File: config.mk
export PLATFORM = sky130hd
export DESIGN_NAME = vga_frame_reader
export DESIGN_NICKNAME = d
export VERILOG_FILES = /design/src/rtl/vga_frame_reader.sv
export SDC_FILE = /design/constraint.sdc
export NUM_CORES = 1
export LEC_CHECK = 0
export CAP_MARGIN = 0
export CORE_ASPECT_RATIO = 0.5
export CORE_MARGIN = 2
export CORE_UTILIZATION = 40
export DETAILED_ROUTE_END_ITERATION = 12
export PLACE_DENSITY_LB_ADDON = 0.2
export SKIP_LAST_GASP = 1
export SLEW_MARGIN = 15
export SYNTH_ARGS = -nofsm -noshare
export SYNTH_HDL_FRONTEND = slang
export SYNTH_SLANG_ARGS = --single-unit
File: constraint.sdc
create_clock -name clk -period 4.6 [get_ports clk]
set_input_delay 0.69 -clock clk [delete_from_list [all_inputs] [get_ports clk]]
set_output_delay 0.69 -clock clk [all_outputs]
set_load 0.01 [all_outputs]
File: src/rtl/vga_frame_reader.sv
// Fetches 8-bit grayscale pixels from dmem one word at a time and places them on
// the VGA colour outputs using the controller's hcount/vcount.
module vga_frame_reader #(
    parameter int          IMG_W    = 256,
    parameter int          IMG_H    = 256,
    parameter logic [31:0] BASE_ADR = 32'h0000_0000,
    parameter int          X0       = 192,
    parameter int          Y0       = 112,
    parameter int          PREFETCH = 8
) (
    input  logic        clk,
    input  logic        reset,
    input  logic        pix_en,
    input  logic [9:0]  hcount,
    input  logic [9:0]  vcount,
    output logic        rd_en,
    output logic [31:0] rd_adr,
    input  logic        rd_gnt,
    input  logic [31:0] rd_data,
    output logic [7:0]  ir,
    output logic [7:0]  ig,
    output logic [7:0]  ib,
    output logic        underrun,
    output logic        frame_done
);

    localparam int WL_W = $clog2(IMG_W / 4 + 1);
    localparam logic [WL_W-1:0] WORDS_ROW = WL_W'(IMG_W / 4);
    localparam logic [9:0] X0_C   = 10'(X0);
    localparam logic [9:0] X_END  = 10'(X0 + IMG_W);
    localparam logic [9:0] Y0_C   = 10'(Y0);
    localparam logic [9:0] Y_END  = 10'(Y0 + IMG_H);
    localparam logic [9:0] ROW_H  = 10'(X0 - PREFETCH);
    localparam logic [9:0] X_LAST = 10'(IMG_W - 1);
    localparam logic [9:0] Y_LAST = 10'(IMG_H - 1);

    typedef enum logic [1:0] {IDLE, REQ, WAIT, HOLD} state_t;

    state_t            state, state_n;
    logic [31:0]       ptr;
    logic [WL_W-1:0]   words_left;
    logic [31:0]       fifo_mem [2];
    logic              wr_ptr, rd_ptr;
    logic [1:0]        cnt, cnt_n;
    logic              push, pop;
    logic [7:0]        pix_p1;

    logic        in_rows, in_region, row_start, fifo_empty;
    logic [9:0]  x, y;
    logic [31:0] row_base;

    function automatic logic [7:0] lane_sel(input logic [31:0] w, input logic [1:0] lane);
        case (lane)
            2'd0:    lane_sel = w[7:0];
            2'd1:    lane_sel = w[15:8];
            2'd2:    lane_sel = w[23:16];
            default: lane_sel = w[31:24];
        endcase
    endfunction

    assign x          = hcount - X0_C;
    assign y          = vcount - Y0_C;
    assign in_rows    = (vcount >= Y0_C) && (vcount < Y_END);
    assign in_region  = in_rows && (hcount >= X0_C) && (hcount < X_END);
    assign row_start  = pix_en && in_rows && (hcount == ROW_H);
    assign row_base   = BASE_ADR + ({22'd0, y} * 32'(IMG_W));
    assign fifo_empty = (cnt == 2'd0);

    // A row start flushes the FIFO, so a read landing in the same cycle is discarded.
    assign push = (state == WAIT) && !row_start;
    assign pop  = pix_en && in_region && !fifo_empty && (x[1:0] == 2'd3);

    always_comb begin
        cnt_n = cnt;
        if (row_start) cnt_n = 2'd0;
        else           cnt_n = cnt + {1'b0, push} - {1'b0, pop};
    end

    always_comb begin
        state_n = state;
        case (state)
            IDLE: state_n = IDLE;
            REQ:  if (rd_gnt) state_n = WAIT;
            WAIT: begin
                if (words_left == WL_W'(1)) state_n = IDLE;
                else if (cnt_n != 2'd2)     state_n = REQ;
                else                        state_n = HOLD;
            end
            HOLD: if (cnt_n != 2'd2) state_n = REQ;
            default: state_n = IDLE;
        endcase
        if (row_start) state_n = REQ;
    end

    assign rd_en = (state == REQ);

    always_ff @(posedge clk or negedge reset) begin
        if (!reset) begin
            state      <= IDLE;
            cnt        <= 2'd0;
            wr_ptr     <= 1'b0;
            rd_ptr     <= 1'b0;
            ptr        <= BASE_ADR;
            words_left <= '0;
            rd_adr     <= 32'd0;
            pix_p1     <= 8'd0;
            underrun   <= 1'b0;
            frame_done <= 1'b0;
        end else begin
            state <= state_n;
            cnt   <= cnt_n;
            if (row_start) begin
                wr_ptr     <= 1'b0;
                rd_ptr     <= 1'b0;
                ptr        <= row_base;
                rd_adr     <= row_base;
                words_left <= WORDS_ROW;
            end else begin
                if (push) begin
                    wr_ptr     <= ~wr_ptr;
                    ptr        <= ptr + 32'd4;
                    rd_adr     <= ptr + 32'd4;
                    words_left <= words_left - WL_W'(1);
                end
                if (pop) rd_ptr <= ~rd_ptr;
            end
            // pixel stage: output registered on the strobe that sampled hcount/vcount
            frame_done <= pix_en && in_region && (x == X_LAST) && (y == Y_LAST);
            if (pix_en) begin
                if (in_region && fifo_empty) underrun <= 1'b1;
                pix_p1 <= (in_region && !fifo_empty) ? lane_sel(fifo_mem[rd_ptr], x[1:0]) : 8'd0;
            end
        end
    end

    always_ff @(posedge clk) begin
        if (push) fifo_mem[wr_ptr] <= rd_data;
    end

    assign ir = pix_p1;
    assign ig = pix_p1;
    assign ib = pix_p1;

endmodule

==> metrics.md, run 1 <==
| Metric | Value |
|---|---|
| DRT iter0 DRCs | `300` |
| Main combinational cell family by area after synthesis | `simple AND/OR/NAND/NOR gates` |
| Post-route cell area | `between 7000 and 8000 µm²` |
| Nets | `slightly above 600` |
| CP startpoint kind | `input pin` |
| Root Buffer | `clkbuf_16` |
| DRC errors left | `0` |
| Register area share after synthesis | `0.583` |
| Pwr dens | `roughly 360 nW/µm²` |
| Final ANT Viol Nets | `0` |
| TritonCTS Buffers | `17` |
| Die Height | `87.4 µm` |
| Worst slew pin tran | `~1.0 ns` |
| Final cell count without fillers | `approximately 760` |
| Hold Buf Count CTS | `0` |
| Synth Area in Compound Gates | `0.0907` |
| Slew Viols, Final | `0` |
| Initial antenna violation count | `0` |
| R2R Path End | `state[1]` |
| CP max stage cell | `or4bb_1` |
| Full die area | `14900 µm²` |
| Commonest cells after routing, fill and taps aside | `clkdlybuf4s50_1, edfxtp_1, dfrtp_1, o21ai_0, mux2i_1` |
| Die Wd | `around 170 µm` |
| Reg clk slew, reported paths | `approximately 0.060 ns` |
| Placeable Area | `13600 µm²` |
| Worst setup path startpoint | `vcount[5]` |
| Most common cell after layout, fill and taps aside | `clkdlybuf4s50_1` |
| Num ports | `between 100 and 150` |
| Req. time, crit path | `between 4 and 5 ns` |
| Simple-Gate Fraction of Synth Area | `0.166` |
| 1st-pass router iterations | `4` |
| Post-CTS resize count | `0` |
| Reg-to-Reg Start | `cnt[1]` |
| CTS tree | `built` |
| Buf/Inv on CP | `4` |
| Synth top area cells | `edfxtp_1, dfrtp_1, mux2i_1, o21ai_0, xnor2_1` |
| Min cycle time layout | `about 3.5 ns` |
| End of the critical path | `state[1]` |
| Cells after DPL | `about 730` |
| Crit path DAT | `around 3.8 ns` |
| Sum Neg Setup Slack | `0 ns` |
| Pre-CTS setup slack | `0.724 ns` |
| Layout area overhead | `30.8%` |
| Critical Path, Cell by Cell | `clkdlybuf4s50_1 > ha_1 > a21oi_1 > mux2_2 > nand3_1 > buf_4 > inv_1 > ha_1 > inv_1 > ha_1 > xor2_1 > xnor2_1 > or4bb_1 > a21oi_1` |
| Postcts setup bufs | `0` |
| Pin count of the biggest net entering global routing | `between 50 and 60` |
| Routed via count | `around 4000` |
| Synthesized area per cell | `12.2 µm²` |
| Critical path class | `in2reg` |
| Post-Synthesis Cell Area | `about 5600 µm²` |
| Area of the multi-input gates | `approximately 2000 µm²` |
| First-pass GRT wire length | `approximately 20000 µm` |
| HPWL after DPL | `slightly above 8000 µm` |
| Vias per inst | `around 5.2` |
| Placed cell area | `approximately 6700 µm²` |
| Crit-path leading delay family | `buffers and inverters` |
| Grt total ovfl | `0` |
| CP Capture Type | `flip-flop` |
| Post-Synth Adder-Cell Area | `0.0157` |
| Initial Utilization | `0.410` |
| CTS sink count | `117` |
| Leak | `around 2.6 nW` |
| Fillers | `roughly 1200` |
| Rows | `30` |
| Final GP Congestion | `roughly 0.75` |
| Fmax | `just under 300 MHz` |
| Antenna cell count | `0` |
| Min-Delay Path Class | `in2async` |
| Post-synth top area share | `0.345` |
| YS warnings | `0` |
| Pwr Total | `about 2.6 mW` |
| Maximum vdd drop | `195 µV` |
| Worst path most repeated cell | `ha_1` |
| Levels on crit path | `14` |
| Final wirelength | `~12000 µm` |
| Final setup fails | `0` |
| Slew margin rel. | `0.301` |
| Crit Path Max Fanout | `10` |
| Fin crit share | `0.751` |
| Max Cap Viol | `0` |
| #FFs+latches synth | `~120` |
| Reg2reg path depth | `12` |
| CP max stage delay | `around 0.48 ns` |
| Outcome | `finished, final reports clean` |
| Gr usage total | `0.175` |
| CTS max path bufs | `2` |
| Cell taking the most area after synthesis | `edfxtp_1` |
| CTS H-tree lvls | `4` |
| Final Skew | `just under 0.008 ns` |
| Post-Synth XOR/XNOR Area | `0.0346` |
| Final Worst Setup Slack | `about 1.1 ns` |
| Mux contribution to synthesized area | `0.0564` |
| RSZ-0062 raised after global routing | `false` |
| Vias in the first global route | `3984` |
| Buffers on Ports | `approximately 110` |
| Fin. Hold Viols | `0` |
| Sequential cell area | `3250 µm²` |
| Final core occ | `0.536` |
| Mapped Cells | `roughly 460` |
| Hold WS | `between 0.4 and 0.5 ns` |
| Proportion of layout cells with a drive suffix above 1 | `0.0982` |
| Avg WL per Cell | `approximately 16 µm` |
| R2R setup slack | `around 2.1 ns` |
| Clk_lat worst skew | `0.41 ns` |
| Number of unique standard cell types used by synthesis | `52` |
-- kinds of logic after synthesis --
logic type	after synthesis
and+or+nand+nor	150
DFF	117
AOI/OAI and AO/OA	81
buffers and inverters	49
muxes	31
xor gates and xnor gates	22
adders and majority gates	7
other	1
-- synth_stat cells (all sizes together) --
library cell / instances
mux2i: 28
a31oi: 1
nor3: 5
nor4bb: 1
o31ai: 8
nand2: 26
nand2b: 9
a21o: 1
nor2: 17
or4bb: 1
o32a: 1
a31o: 1
and4: 2
nand4: 8
and3: 4
buf: 29
xnor2: 17
and2: 1
o221ai: 8
o21ai: 30
dfrtp: 53
ha: 7
or4: 14
nand3: 18
and4b: 2
nand4b: 1
o211ai: 8
a21bo: 1
clkbuf: 11
mux2: 3
edfxtp: 64
or3: 10
a22oi: 1
nand3b: 17
inv: 9
a211oi: 1
nor2b: 3
conb: 1
xor2: 5
a21oi: 20
nor4: 9
nor4b: 2
-- how the worst min path moves through the flow --
stage	cells after the start	slack [ns]	endpoint
floorplan	0	0.39	cnt[0]
global placement	1	0.46	underrun
detailed placement	1	0.47	underrun
CTS	2	0.43	ptr[29]
global route	2	0.47	ptr[30]
finish	2	0.41	ptr[30]
-- registers in the layout (all words and copies together), names as in the netlist --
name / flops
underrun: 1
rd_ptr: 1
cnt: 2
words_left: 7
ib: 8
wr_ptr: 1
state: 2
frame_done: 1
fifo_mem: 64
ptr: 30
-- power breakdown --
group	leakage (nW)	switching, mW	internal, mW
logic	1.24	0.106	0.115
registers	1.13	0.0291	1.13
clock network	0.256	0.495	0.743
total	2.62	0.630	1.99
-- worst register-to-register path, delay by kind of cell (launching register included) --
family,cells,cell delay (ns)
xor+xnor,2,0.29
fa+ha+maj,2,0.44
compound gates,1,0.15
flops,1,0.39
simple gates,4,0.84
buf+inv,3,0.29
-- cell type report --
type | count | area share
timing repair buffer | 120 | 0.161
multi-input combinational | 293 | 0.279
sequential | 117 | 0.446
clock buffer | 17 | 0.0584
inverter | 9 | 0.00464
tap | 192 | 0.0330
clock inverter | 14 | 0.0177
-- metal layers --
layer,vias to the layer above,GRT usage,wire [µm]
li1,1909,-,-
met5,-,0,0
met2,86,0.290,5970
met3,8,0.0450,463
met1,1961,0.229,5800
met4,0,0.0555,95
No activity file was read; power rests on OpenSTA's default activity.
==> run 2: changes to the inputs <==
Clock period 4.6 ns to 2.9 ns, I/O delays scaled along.
==> run 2 against run 1 <==
  * Global-route usage about the same
  * Non-clock buffer count increased by 20
  * Register-to-register slack got worse by 1.6 ns
  * Clock power increased by 66%
  * Routed wire length increased by 2.0%
  * Utilization increased by 2.0 points
  * Sequential share of layout area decreased by 1.6 points
  * Via count increased by 2.8%
  * Die area unchanged
  * Combinational power increased by 73%
  * Critical endpoint unchanged
==> metrics.md, run 2 (same netlist as run 1, synthesis figures left out) <==
| Metric | Value |
|---|---|
| Clk_lat worst skew | `0.41 ns (about the same)` |
| Fin crit share | `0.974` |
| Layout area overhead | `35.7% (was 30.8%)` |
| Critical path class | `in2reg (unchanged)` |
| Final GP Congestion | `0.736 (was 0.755)` |
| Pre-CTS setup slack | `-0.407 ns (was 0.724 ns)` |
| TritonCTS Buffers | `17 (unchanged)` |
| Final Skew | `0.0128 ns (was 0.00779 ns)` |
| P_int | `3.21 mW (was 1.99 mW)` |
| Pin count of the biggest net entering global routing | `42 (was 54)` |
| Sw Share | `0.251 (was 0.241)` |
| CTS sink count | `117 (unchanged)` |
| Critical Path, Cell by Cell | `clkdlybuf4s50_1 > ha_2 > a21oi_4 > mux2_4 > nand2_2 > nand2_1 > ha_1 > inv_1 > ha_2 > xor2_2 > xnor2_2 > or4bb_1 > a21oi_1 (was clkdlybuf4s50_1 > ha_1 > a21oi_1 > mux2_2 > nand3_1 > buf_4 > inv_1 > ha_1 > inv_1 > ha_1 > xor2_1 > xnor2_1 > or4bb_1 > a21oi_1)` |
| Max Cap Viol | `0 (unchanged)` |
| First-pass GRT wire length | `20100 µm (unchanged)` |
| Grt total ovfl | `0 (unchanged)` |
| Pwr dens | `566 nW/µm² (was 359 nW/µm²)` |
| Req. time, crit path | `3.23 ns (was 4.93 ns)` |
| Crit path DAT | `3.16 ns (was 3.78 ns)` |
| 1st-pass router iterations | `5 (was 4)` |
| Seq pwr share | `0.429 (was 0.443)` |
| Final setup fails | `0 (unchanged)` |
| Reg-to-Reg Start | `cnt[1] (unchanged)` |
| Gate power share | `0.089 (was 0.085)` |
| Most common cell after layout, fill and taps aside | `clkdlybuf4s50_1 (unchanged)` |
| Buffers on Ports | `112 (unchanged)` |
| Min cycle time layout | `roughly 2.8 ns` |
| Maximum vdd drop | `336 µV (was 195 µV)` |
| Worst path most repeated cell | `ha_2 (was ha_1)` |
| Initial antenna violation count | `0 (unchanged)` |
| Final wirelength | `12600 µm (was 12300 µm)` |
| Final core occ | `0.556 (was 0.536)` |
| Fmax | `about 350 MHz` |
| Gr usage total | `0.176 (was 0.175)` |
| CTS max path bufs | `2 (unchanged)` |
| Avg WL per Cell | `16.1 µm (was 16.2 µm)` |
| Crit Path Max Fanout | `4 (was 10)` |
| Rows | `30 (unchanged)` |
| Worst slew pin tran | `0.935 ns (was 1.05 ns)` |
| Num ports | `115 (unchanged)` |
| Final Worst Setup Slack | `0.0756 ns (was 1.14 ns)` |
| Die Height | `87.4 µm (unchanged)` |
| DRT iter0 DRCs | `205 (was 300)` |
| CP startpoint kind | `input pin (unchanged)` |
| Area of the multi-input gates | `2090 µm² (was 2030 µm²)` |
| Placeable Area | `13600 µm² (unchanged)` |
| Vias in the first global route | `3985 (was 3984)` |
| Min-Delay Path Class | `in2async (unchanged)` |
| Vias per inst | `5.20 (about the same)` |
| Sw Pwr | `1.07 mW (was 630 µW)` |
| Leak | `2.79 nW (was 2.62 nW)` |
| Outcome | `finished, final reports clean (unchanged)` |
| Sum Neg Setup Slack | `0 ns (unchanged)` |
| CTS H-tree lvls | `4 (unchanged)` |
| Full die area | `14900 µm² (unchanged)` |
| DRC errors left | `0 (unchanged)` |
| Worst setup path startpoint | `vcount[4] (was vcount[5])` |
| Root Buffer | `clkbuf_16 (unchanged)` |
| Largest register FFs | `64 (unchanged)` |
| Antenna cell count | `0 (unchanged)` |
| Slew Viols, Final | `0 (unchanged)` |
| Clock network fraction of design power | `0.482 (was 0.473)` |
| Hold Buf Count CTS | `0 (unchanged)` |
| Routed via count | `4074 (was 3964)` |
| HPWL after DPL | `8480 µm (was 8300 µm)` |
| Proportion of layout cells with a drive suffix above 1 | `0.146 (was 0.0982)` |
| CTS tree | `built (unchanged)` |
| Initial Utilization | `0.410 (unchanged)` |
| CP max stage delay | `0.50 ns (was 0.48 ns)` |
| Final ANT Viol Nets | `0 (unchanged)` |
| Nets | `641 (was 621)` |
| Reg clk slew, reported paths | `0.06 ns (about the same)` |
| Slew margin rel. | `0.377 (was 0.301)` |
| Fin. Hold Viols | `0 (unchanged)` |
| CP Capture Type | `flip-flop (unchanged)` |
| CP max stage cell | `or4bb_1 (unchanged)` |
| Fillers | `1174 (was 1189)` |
| Sequential cell area | `3250 µm² (unchanged)` |
| Register bank with the most flops | `fifo_mem (unchanged)` |
| Die Wd | `171 µm (unchanged)` |
| Commonest cells after routing, fill and taps aside | `clkdlybuf4s50_1, edfxtp_1, dfrtp_1, o21ai_0, mux2i_1 (unchanged)` |
-- run 2: cell count changes in the layout (fill, tap and decap cells not counted), moves of 2 or more --
cell             change
buf_12               +2
buf_4               +17
clkdlybuf4s50_1      -4
clkinvlp_4           -4
dlymetal6s2s_1       +4
ha_1                 -2
ha_2                 +2
inv_6                +3
inv_8                +3
-- run 2: worst paths after layout --
path	to	slack, ns	cells after the start
min in group clk	underrun	0.48	1
min reg2reg	underrun	0.48	1
max in group asynchronous	ib[7]	2.04	2
max	state[1]	0.08	13
min	ptr[30]	0.17	1
max reg2reg	state[1]	0.59	11
-- run 2: repair_timing --
action | CTS | global route
resized for setup | 0 | 14
buffers inserted | 0 | 1
setup endpoints to repair | 0 | 1
-- run 2: layout make-up --
type,count,share of cell area
Clock buffer,17,0.0563
Clock inverter,15,0.0205
Inverter,9,0.00447
Multi-Input combinational cell,293,0.277
Sequential cell,117,0.430
Tap cell,192,0.0318
Timing Repair Buffer,140,0.181
-- run 2: power groups by stage --
| stage | sequential, mW | combinational [mW] | clock [mW] |
|---|---|---|---|
| floorplan | 1.87 | 0.166 | 0 |
| global placement | 1.87 | 0.368 | 0 |
| detailed placement | 1.87 | 0.376 | 0 |
| CTS | 1.83 | 0.379 | 2.10 |
| global route | 1.84 | 0.418 | 2.19 |
| finish | 1.83 | 0.383 | 2.06 |
-- run 2: through the flow --
step	power (mW)	std cells	area (µm²)	hold WS [ns]
floorplan	2.03	459	5590	0.139
global placement	2.23	750	6910	0.457
global route	4.45	783	7560	0.251
CTS	4.32	782	7490	0.195
detailed placement	2.24	750	6910	0.464
finish	4.28	783	7560	0.173
-- run 2: metal layers --
layer | vias up | part of all wire | GRT usage
met5 | - | 0 | 0
met4 | 0 | 0.0087 | 0.0639
li1 | 1941 | - | -
met3 | 10 | 0.045 | 0.0377
met2 | 108 | 0.49 | 0.286
met1 | 2015 | 0.46 | 0.234
-- run 2: worst max-delay path: cells and delay by family --
kind                     cells  cell delay (ns)
multiplexers                 1             0.35
adder cells (fa/ha/maj)      3             0.67
AND/OR/NAND/NOR              3             0.63
buffers and inverters        2             0.49
XOR/XNOR                     2             0.28
AO/OA/AOI/OAI                2             0.31
==> run 3: changes to the inputs <==
Settings changed: CORE_ASPECT_RATIO 0.5 to default.
Clock period 2.9 ns to 3.25 ns, I/O delays scaled along.
==> run 3 against run 2 <==
  * First-iteration DRC count is 24% higher
  * Largest cell class unchanged
  * Cell area decreased by 1.8%
  * Non-clock buffer count fell by 6
  * Cell count down 2.6%
  * Clock-buffer cell count rose by 3
  * Power decreased by 12%
  * Via count rose by 1.4%
  * Largest power group unchanged
  * Critical path type unchanged
  * Clock skew decreased by 0.0070 ns
==> metrics.md, run 3 (same netlist as run 1, synthesis figures left out) <==
| Metric | Value |
|---|---|
| Nets | `635 (was 641)` |
| Vias per inst | `5.41 (was 5.20)` |
| TritonCTS Buffers | `17 (unchanged)` |
| Final setup fails | `0 (unchanged)` |
| Buffers on Ports | `112 (unchanged)` |
| Min-Delay Path Class | `in2async (unchanged)` |
| CTS max path bufs | `2 (unchanged)` |
| Proportion of layout cells with a drive suffix above 1 | `0.111 (was 0.146)` |
| Reg2reg path depth | `11 (unchanged)` |
| CP max stage cell | `or4bb_1 (unchanged)` |
| End of the critical path | `state[1] (unchanged)` |
| CP Capture Type | `flip-flop (unchanged)` |
| Max Cap Viol | `0 (unchanged)` |
| Gr usage total | `0.190 (was 0.176)` |
| CP max stage delay | `0.47 ns (was 0.50 ns)` |
| Postcts setup bufs | `0 (unchanged)` |
| Slew margin rel. | `0.330 (was 0.377)` |
| CP startpoint kind | `input pin (unchanged)` |
| Fmax | `~330 MHz` |
| Slew Viols, Final | `0 (unchanged)` |
| Fillers | `1170 (was 1174)` |
| Fin crit share | `0.943` |
| CTS sink count | `117 (unchanged)` |
| First-pass GRT wire length | `21100 µm (was 20100 µm)` |
| Sequential cell area | `3250 µm² (unchanged)` |
| Routed via count | `4130 (was 4074)` |
| Rows | `43 (was 30)` |
| Placeable Area | `13700 µm² (was 13600 µm²)` |
| Layout area overhead | `33.3% (was 35.7%)` |
| Critical Path, Cell by Cell | `clkdlybuf4s50_1 > ha_1 > a21oi_1 > buf_4 > mux2_2 > nand3_1 > inv_1 > ha_1 > inv_1 > ha_1 > xor2_1 > xnor2_1 > or4bb_1 > a21oi_1 (was clkdlybuf4s50_1 > ha_2 > a21oi_4 > mux2_4 > nand2_2 > nand2_1 > ha_1 > inv_1 > ha_2 > xor2_2 > xnor2_2 > or4bb_1 > a21oi_1)` |
| Root Buffer | `clkbuf_16 (unchanged)` |
| Maximum vdd drop | `469 µV (was 336 µV)` |
| Min cycle time layout | `between 3 and 4 ns` |
| Sum Neg Setup Slack | `0 ns (unchanged)` |
| Critical path class | `in2reg (unchanged)` |
| Pwr dens | `510 nW/µm² (was 566 nW/µm²)` |
| Initial Utilization | `0.406 (was 0.410)` |
| CTS H-tree lvls | `4 (unchanged)` |
| Outcome | `finished, final reports clean (unchanged)` |
| R2R Path End | `state[1] (unchanged)` |
| Clock network fraction of design power | `0.479 (was 0.482)` |
| RSZ-0062 raised after global routing | `false` |
| Worst slew pin tran | `1.00 ns (was 0.935 ns)` |
| Die Height | `122 µm (was 87.4 µm)` |
| Reg-to-Reg Start | `cnt[1] (unchanged)` |
| Grt total ovfl | `0 (unchanged)` |
| CTS tree | `built (unchanged)` |
| Antenna cell count | `0 (unchanged)` |
| Hold Buf Count CTS | `0 (unchanged)` |
| Crit Path Max Fanout | `4 (unchanged)` |
| Seq pwr share | `0.434 (was 0.429)` |
| Gate power share | `0.087 (was 0.089)` |
| Largest register FFs | `64 (unchanged)` |
| Most common cell after layout, fill and taps aside | `clkdlybuf4s50_1 (unchanged)` |
| Area of the multi-input gates | `2040 µm² (was 2090 µm²)` |
| Final Skew | `0.00580 ns (was 0.0128 ns)` |
| Full die area | `14900 µm² (about the same)` |
| Final GP Congestion | `0.820 (was 0.736)` |
| Req. time, crit path | `3.58 ns (was 3.23 ns)` |
| Sw Pwr | `826 µW (was 1.07 mW)` |
| Leak | `2.71 nW (was 2.79 nW)` |
| Clk_lat worst skew | `0.41 ns (about the same)` |
| Worst path most repeated cell | `ha_1 (was ha_2)` |
| Worst setup path startpoint | `vcount[4] (unchanged)` |
| 1st-pass router iterations | `4 (was 5)` |
| Final Worst Setup Slack | `0.184 ns (was 0.0756 ns)` |
| Crit path DAT | `3.40 ns (was 3.16 ns)` |
| Vias in the first global route | `4173 (was 3985)` |
| Final wirelength | `13400 µm (was 12600 µm)` |
| Sw Share | `0.218 (was 0.251)` |
| DRC errors left | `0 (unchanged)` |
| Post-CTS resize count | `0 (unchanged)` |
| Num ports | `115 (unchanged)` |
| Register bank with the most flops | `fifo_mem (unchanged)` |
| Avg WL per Cell | `17.6 µm (was 16.1 µm)` |
| Die Wd | `122 µm (was 171 µm)` |
| Reg clk slew, reported paths | `0.05 ns (was 0.06 ns)` |
| Pin count of the biggest net entering global routing | `43 (was 42)` |
| Commonest cells after routing, fill and taps aside | `clkdlybuf4s50_1, edfxtp_1, dfrtp_1, o21ai_0, mux2i_1 (unchanged)` |
| HPWL after DPL | `9390 µm (was 8480 µm)` |
| P_int | `2.96 mW (was 3.21 mW)` |
| R2R setup slack | `0.93 ns (was 0.59 ns)` |
| Final ANT Viol Nets | `0 (unchanged)` |
| DRT iter0 DRCs | `255 (was 205)` |
| Pre-CTS setup slack | `-0.201 ns (was -0.407 ns)` |
| Initial antenna violation count | `1 (was 0)` |
| Fin. Hold Viols | `0 (unchanged)` |
==> run 3: cell types whose count changed in the layout (fill, tap and decap cells not counted), sizes merged <==
cell / change
buf: -6
bufinv: +2
clkbuf: +3
clkdlybuf4s50: +4
clkinv: +1
clkinvlp: +2
dlymetal6s2s: -4
inv: -10
==> run 3: power by group through the flow <==
stage,combinational (mW),clock [mW],sequential [mW]
4_1_cts,0.333,1.85,1.65
3_3_place_gp,0.319,0,1.67
6_report,0.329,1.81,1.64
2_1_floorplan,0.148,0,1.66
3_5_place_dp,0.329,0,1.67
5_1_grt,0.356,1.92,1.65
==> run 3: area by class of cell <==
cell class	count	share of cell area
flip-flops and latches	117	0.437
clock inverters	10	0.0180
repair buffers	134	0.176
well taps	180	0.0303
clock buffers	20	0.0588
multi-input cells	293	0.275
inverters	9	0.00455
==> run 3: worst min-delay path by stage <==
stage | cells after the start | to | start | slack [ns]
2_1_floorplan | 0 | cnt[0] | reset | 0.19
3_3_place_gp | 2 | words_left[6] | words_left[6] | 0.50
5_1_grt | 1 | words_left[0] | reset | 0.30
4_1_cts | 1 | ptr[14] | reset | 0.26
6_report | 1 | ptr[7] | reset | 0.24
3_5_place_dp | 2 | words_left[6] | words_left[6] | 0.51
==> run 3: worst max-delay path, delay by kind of cell <==
family                   cells  cell delay [ns]
AO/OA/AOI/OAI                2             0.29
XOR/XNOR                     2             0.28
adder cells (fa/ha/maj)      3             0.69
buffers and inverters        4             0.68
multiplexers                 1             0.37
AND/OR/NAND/NOR              2             0.58
==> run 3: through the flow <==
step | hold WS (ns) | cell area [µm²] | instances | power [mW] | util
after global routing | 0.298 | 7420 | 763 | 3.93 | 0.541
after global placement | 0.499 | 6850 | 733 | 1.99 | 0.500
after detailed placement | 0.506 | 6850 | 733 | 2.00 | 0.500
after floorplan | 0.192 | 5580 | 459 | 1.81 | -
after CTS | 0.259 | 7420 | 763 | 3.83 | 0.541
final | 0.243 | 7420 | 763 | 3.79 | 0.541
==> run 3: routing by layer <==
layer  track usage  vias up  part of all wire
met1         0.228     2030              0.42
met3        0.0655       20             0.063
li1              -     1941                 -
met2         0.314      139              0.50
met4        0.0718        0             0.021
met5             0        -                 0
